### src/rtl/rf_wb_arbiter_pkg.sv
// Shared constants for the register-file writeback arbiter.
// This file holds the register geometry and the index of each writeback requester.
package rf_wb_arbiter_pkg;

  localparam int XLEN     = 32;
  localparam int RADDR_W  = 5;
  localparam int ZERO_REG = 0;

  localparam int WB_EX    = 0;
  localparam int WB_LSU   = WB_EX + 1;
  localparam int WB_DIV   = WB_LSU + 1;
  localparam int NUM_REQ  = WB_DIV + 1;

endpackage

### src/rtl/rf_wb_arbiter_rr.sv
// Round-robin arbiter: one-hot grant to the first request at or after the pointer.
// The pointer moves just past the winner whenever a grant is made.
module rr_arbiter #(
  parameter int NUM_REQ = 3
) (
  input  logic               clk,
  input  logic               rst_n,
  input  logic [NUM_REQ-1:0] req_i,
  output logic [NUM_REQ-1:0] grant_o,
  output logic               grant_any_o
);

  localparam int PTR_W = (NUM_REQ > 1) ? $clog2(NUM_REQ) : 1;

  logic [PTR_W-1:0]   r_ptr;
  logic [PTR_W-1:0]   w_idx;
  logic [PTR_W-1:0]   w_gidx;
  logic               w_found;
  logic [NUM_REQ-1:0] w_grant;

  // Cyclic search from the pointer; grants are suppressed while in reset
  always_comb begin
    w_found = 1'b0;
    w_gidx  = r_ptr;
    w_idx   = r_ptr;
    for (int k = 0; k < NUM_REQ; k++) begin
      w_idx = PTR_W'((int'(r_ptr) + k) % NUM_REQ);
      if (!w_found && req_i[w_idx]) begin
        w_found = 1'b1;
        w_gidx  = w_idx;
      end else begin
        w_found = w_found;
      end
    end
    w_grant = {NUM_REQ{w_found & rst_n}} & (NUM_REQ'(1) << w_gidx);
  end

  assign grant_o     = w_grant;
  assign grant_any_o = w_found & rst_n;

  // Pointer register
  always_ff @(posedge clk) begin
    if (!rst_n) begin
      r_ptr <= '0;
    end else if (w_found) begin
      r_ptr <= PTR_W'((int'(w_gidx) + 1) % NUM_REQ);
    end else begin
      r_ptr <= r_ptr;
    end
  end

endmodule

### src/rtl/rf_wb_arbiter.sv
// Register-file write-port arbiter with a one-stage writeback register and a
// pending-destination scoreboard that stalls decode on RAW/WAW hazards.
module rf_wb_arbiter
  import rf_wb_arbiter_pkg::*;
#(
  parameter int NUM_REQ = rf_wb_arbiter_pkg::NUM_REQ,
  parameter int XLEN    = rf_wb_arbiter_pkg::XLEN,
  parameter int RADDR_W = rf_wb_arbiter_pkg::RADDR_W
) (
  input  logic                       clk,
  input  logic                       rst_n,
  input  logic [NUM_REQ-1:0]         req_valid_i,
  input  logic [NUM_REQ*RADDR_W-1:0] req_waddr_i,
  input  logic [NUM_REQ*XLEN-1:0]    req_wdata_i,
  output logic [NUM_REQ-1:0]         req_ready_o,
  input  logic                       issue_valid_i,
  input  logic [RADDR_W-1:0]         issue_rd_i,
  input  logic [RADDR_W-1:0]         rs1_i,
  input  logic [RADDR_W-1:0]         rs2_i,
  output logic                       id_stall_o,
  output logic                       reg_wen_o,
  output logic [RADDR_W-1:0]         reg_waddr_o,
  output logic [XLEN-1:0]            reg_wdata_o
);

  localparam int                 NUM_REGS = 1 << RADDR_W;
  localparam logic [RADDR_W-1:0] X0       = RADDR_W'(ZERO_REG);

  logic [NUM_REQ-1:0]  w_grant;
  logic                w_grant_any;
  logic [RADDR_W-1:0]  w_sel_waddr;
  logic [XLEN-1:0]     w_sel_wdata;
  logic                r_wen;
  logic [RADDR_W-1:0]  r_waddr;
  logic [XLEN-1:0]     r_wdata;
  logic [NUM_REGS-1:0] r_pending;
  logic [NUM_REGS-1:0] w_pending_nxt;
  logic [NUM_REGS-1:0] w_clr_mask;
  logic [NUM_REGS-1:0] w_set_mask;
  logic                w_raw1;
  logic                w_raw2;
  logic                w_waw;
  logic                w_stall;
  logic                w_issue_set;

  rr_arbiter #(.NUM_REQ(NUM_REQ)) u_rr (
    .clk         (clk),
    .rst_n       (rst_n),
    .req_i       (req_valid_i),
    .grant_o     (w_grant),
    .grant_any_o (w_grant_any)
  );

  assign req_ready_o = w_grant;

  // Grant is one-hot, so an AND-OR reduction selects the winning slice
  always_comb begin
    w_sel_waddr = '0;
    w_sel_wdata = '0;
    for (int i = 0; i < NUM_REQ; i++) begin
      w_sel_waddr = w_sel_waddr | (req_waddr_i[i*RADDR_W +: RADDR_W] & {RADDR_W{w_grant[i]}});
      w_sel_wdata = w_sel_wdata | (req_wdata_i[i*XLEN +: XLEN] & {XLEN{w_grant[i]}});
    end
  end

  // A register being written this cycle is bypassed by the register file
  function automatic logic hazard(input logic [NUM_REGS-1:0] pend,
                                  input logic [RADDR_W-1:0]  r,
                                  input logic                wen,
                                  input logic [RADDR_W-1:0]  waddr);
    return (r != X0) && pend[r] && !(wen && (waddr == r));
  endfunction

  assign w_raw1      = hazard(r_pending, rs1_i, r_wen, r_waddr);
  assign w_raw2      = hazard(r_pending, rs2_i, r_wen, r_waddr);
  assign w_waw       = issue_valid_i & hazard(r_pending, issue_rd_i, r_wen, r_waddr);
  assign w_stall     = rst_n & (w_raw1 | w_raw2 | w_waw);
  assign id_stall_o  = w_stall;
  assign w_issue_set = issue_valid_i & ~w_stall & (issue_rd_i != X0);

  // Clear then set, so a same-cycle issue of the written rd keeps it pending
  assign w_clr_mask    = NUM_REGS'(r_wen) << r_waddr;
  assign w_set_mask    = NUM_REGS'(w_issue_set) << issue_rd_i;
  assign w_pending_nxt = (r_pending & ~w_clr_mask) | w_set_mask;

  // Scoreboard register; x0 is never pending
  always_ff @(posedge clk) begin
    if (!rst_n) begin
      r_pending <= '0;
    end else begin
      r_pending <= {w_pending_nxt[NUM_REGS-1:1], 1'b0};
    end
  end

  // Writeback register: x0 writes are accepted but never enabled
  always_ff @(posedge clk) begin
    if (!rst_n) begin
      r_wen   <= 1'b0;
      r_waddr <= '0;
      r_wdata <= '0;
    end else if (w_grant_any) begin
      r_wen   <= (w_sel_waddr != X0);
      r_waddr <= w_sel_waddr;
      r_wdata <= w_sel_wdata;
    end else begin
      r_wen   <= 1'b0;
    end
  end

  assign reg_wen_o   = r_wen;
  assign reg_waddr_o = r_waddr;
  assign reg_wdata_o = r_wdata;

endmodule
### config.mk
export PLATFORM = sky130hd
export DESIGN_NAME = rf_wb_arbiter
export DESIGN_NICKNAME = d
export VERILOG_FILES = /design/src/rtl/rf_wb_arbiter_pkg.sv /design/src/rtl/rf_wb_arbiter_rr.sv /design/src/rtl/rf_wb_arbiter.sv
export SDC_FILE = /design/constraint.sdc
export NUM_CORES = 1
export LEC_CHECK = 0
export ABC_CLOCK_PERIOD_IN_PS = 4150
export BUFFER_PORTS_ARGS = -buffer_cell sky130_fd_sc_hd__buf_4
export CORE_MARGIN = 2
export CORE_UTILIZATION = 35
export CTS_CLUSTER_SIZE = 25
export DETAILED_ROUTE_END_ITERATION = 12
export PLACE_DENSITY = 0.68
export REMOVE_ABC_BUFFERS = 1
export SLEW_MARGIN = 25
export SYNTH_ARGS = -nofsm -noshare
export SYNTH_HDL_FRONTEND = slang
export SYNTH_SLANG_ARGS = --single-unit
### constraint.sdc
create_clock -name clk -period 4.15 [get_ports clk]
set_input_delay 1.0375 -clock clk [delete_from_list [all_inputs] [get_ports clk]]
set_output_delay 1.0375 -clock clk [all_outputs]
set_load 0.03 [all_outputs]
==> impl_metrics.env <==
export IMPL_cts_root_buf="clkbuf_16"
export IMPL_outcome="finished, final reports clean"
export IMPL_place_congestion=0.9424
export IMPL_grt_met3_usage_pct=6.084
export IMPL_met2_usage_pct=40.25
export IMPL_synthCells=519
export IMPL_max_freq_ghz=0.2562
export IMPL_cts_resized=0
export IMPL_die_y_um=119.7
export IMPL_setup_viol=0
export IMPL_drtPass1Iterations=7
export IMPL_post_route_period_util_pct=94.07
export IMPL_finalWorstSetupSlack_ns=0.2461
export IMPL_netlist_area_um2=4687
export IMPL_vias=5047
export IMPL_io_buffers=173
export IMPL_p_sw_share_pct=45.52
export IMPL_cts_tree="yes"
export IMPL_synth_top_cell_area_share_pct=30.33
export IMPL_min_period_ns=3.904
export IMPL_yosysTopAreaCell="dfxtp_1"
export IMPL_stdcell_count=834
export IMPL_ys_seq_area_share_pct=30.33
export IMPL_die_area_um2=14330
export IMPL_p_seq_share_pct=24.2
export IMPL_cp_arrival_ns=2.87
export IMPL_dp_hpwl_um=12460
export IMPL_fillCellCount=1264
export IMPL_synth_common_cells="dfxtp_1 (71), nor2_1 (52), nand2_1 (46)"
export IMPL_synthDistinctLibCells=61
export IMPL_final_area_um2=6272
export IMPL_required_ns=3.11
export IMPL_grt_pass1_wl_um=26430
export IMPL_post_dp_cell_area_um2=5941
export IMPL_syn_avg_cell_area_um2=9.031
export IMPL_grtUsageMet1_pct=28.91
export IMPL_cap_violations=0
export IMPL_synth_edf_count=0
export IMPL_slew_headroom_pct=39.51
export IMPL_cp_slowest_cell="ha_1"
export IMPL_drt_iter0_drc=501
export IMPL_power_density_nw_per_um2=673.1
export IMPL_whs_ns=0.5000
export IMPL_clk_latency_ns=0.33
export IMPL_rsz0062_at_grt="no"
export IMPL_drive_gt1_share_pct=35.71
export IMPL_busiest_layer="met2"
export IMPL_synth_compound_area_share_pct=29.63
export IMPL_ctsLongestPathBuffers=2
export IMPL_grtUsageTotal_pct=23.35
export IMPL_worst_path_largest_cell_delay_ns=0.34
export IMPL_cts_setup_buffers=0
export IMPL_postCtsHoldBufs=0
export IMPL_tightest_slew_ns=0.9004
export IMPL_wirelength_um=17020
export IMPL_core_um2=13140
export IMPL_yosysMostFrequentCell="dfxtp_1"
export IMPL_via_per_inst=6.052
export IMPL_synthFlopType="dfxtp_1"
export IMPL_clkPwrFrac_pct=20.1
export IMPL_start_kind="primary input"
export IMPL_path_class="in -> out"
export IMPL_synthTopCellsByArea="dfxtp_1 (30%), a222oi_1 (7.9%), mux4_2 (6.7%)"
export IMPL_yosys_area_share_simple_pct=14.28
export IMPL_drcViolationCount=0
export IMPL_min_path_type="reg -> reg"
export IMPL_htreeDepth=3
export IMPL_maxSlewViolCount=0
export IMPL_clk_pin_slew_ns=0.06
export IMPL_async_flop_share_pct=0
export IMPL_cts_buffers=9
export IMPL_initial_utilization_pct=35.68
export IMPL_cp_max_fo=6
export IMPL_muxShareOfSynthArea_pct=12.89
export IMPL_finalHoldViolations=0
export IMPL_net_switching_power_mw=1.922
export IMPL_synthAdderAreaFrac_pct=1.815
export IMPL_end_kind="output pin"
export IMPL_postRouteAntennaNets=0
export IMPL_rows=42
export IMPL_grt_max_degree=78
export IMPL_ys_warn_count=0
export IMPL_synthXorXnorAreaFrac_pct=2.803
export IMPL_io_pins=174
export IMPL_worst_path_most_repeated_cell="buf_4"
export IMPL_antenna_cells=0
export IMPL_pre_cts_ws_ns=0.2616
export IMPL_combPwrFrac_pct=55.8
export IMPL_clock_sinks=71
export IMPL_grt_overflow=0
export IMPL_dp_cells=818
export IMPL_path_cells="buf_4, nor2b_1, a21oi_1, o22ai_1, nor2_1, nand2_1, o2bb2ai_1, ha_1, and3_1, buf_4"
export IMPL_avgRoutedWirePerCell_um=20.40
export IMPL_internal_power_mw=2.300
export IMPL_syn2layout_area_growth_pct=33.82
export IMPL_synth_top_family_by_area="compound AO/OA/AOI/OAI gates"
export IMPL_antenna_found_initial=0
export IMPL_ir_worst_vdd_v=0.0003883
export IMPL_die_w_um=119.7
export IMPL_finClkSkew_ns=0.009755
export IMPL_p_leak_nw=2.579
export IMPL_nets=791
export IMPL_fin_util_pct=47.74
export IMPL_synth_seq_cells=71
export IMPL_grt_pass1_vias=5016
==> metrics by stage <==
stage / TNS [ns] / total power, mW
final: 0 / 4.222
after detailed placement: 0 / 3.384
after CTS: 0 / 4.245
after floorplan: -32.07 / 2.553
after global routing: 0 / 4.475
after global placement: 0 / 3.322
==> critical path, delay by kind of cell <==
family	cells	cell delay (ns)
compound gates	3	0.50
simple gates	4	0.70
buf+inv	2	0.29
fa+ha+maj	1	0.34
==> power by group through the flow <==
| stage | logic [mW] | clock network (mW) | registers [mW] |
|---|---|---|---|
| global placement | 2.30 | 0 | 1.02 |
| floorplan | 1.29 | 0 | 1.26 |
| detailed placement | 2.36 | 0 | 1.02 |
| CTS | 2.37 | 0.861 | 1.01 |
| global route | 2.55 | 0.888 | 1.04 |
| finish | 2.35 | 0.848 | 1.02 |
==> state kept, by name (all words and copies together), names as in the netlist <==
name,flops
reg_wen_o,1
r_pending,31
reg_waddr_o,5
reg_wdata_o,32
u_rr.r_ptr,2
==> routing by layer <==
layer | vias to the layer above | share of wire [%]
li1 | 2318 | -
met1 | 2382 | 39
met2 | 326 | 49
met3 | 21 | 11
met4 | 0 | 1.4
met5 | - | 0
==> path summary, 6_finish.rpt <==
check	from	cells after the start	to	slack, ns
worst max-delay path	req_valid_i[0]	10	req_ready_o[1]	0.25
worst min-delay path	reg_wdata_o[31]	2	reg_wdata_o[31]	0.50
worst max register to register	u_rr.r_ptr[1]	11	reg_waddr_o[0]	0.88
worst min register to register	reg_wdata_o[31]	2	reg_wdata_o[31]	0.50
==> cells by family after synthesis <==
family	Yosys count
XOR/XNOR	15
AO/OA/AOI/OAI	176
AND/OR/NAND/NOR	145
adder cells (fa/ha/maj)	7
buffers and inverters	69
flip-flops	71
multiplexers	36
==> layout by cell type, fill, tap and decap left out, types with 8 or more instances in the layout <==
cell type  synthesis  routed
nand2_1           46      46
xor2_1             8       8
nor2_1            52      52
o211ai_1          21      21
o311ai_0          10      10
mux2i_1           15      15
a211oi_1          38      38
mux4_2            14      14
clkbuf_16          0       9
o21ai_2            8       8
a222oi_1          37      37
inv_1             10      10
dfxtp_1           71      71
o21ai_0           25      25
buf_4              4     182
==> layout make-up <==
cell class                 instances  area (µm²)  share of cell area (%)
inverter                          10       37.54                  0.5984
multi-input combinational        379        2895                   46.16
tap                              176       220.2                   3.511
clock buffer                      10       239.0                   3.810
timing repair buffer             182        1366                   21.78
sequential                        71        1421                   22.66
clock inverter                     6       92.59                   1.476
(Power assumes the default switching activity.)
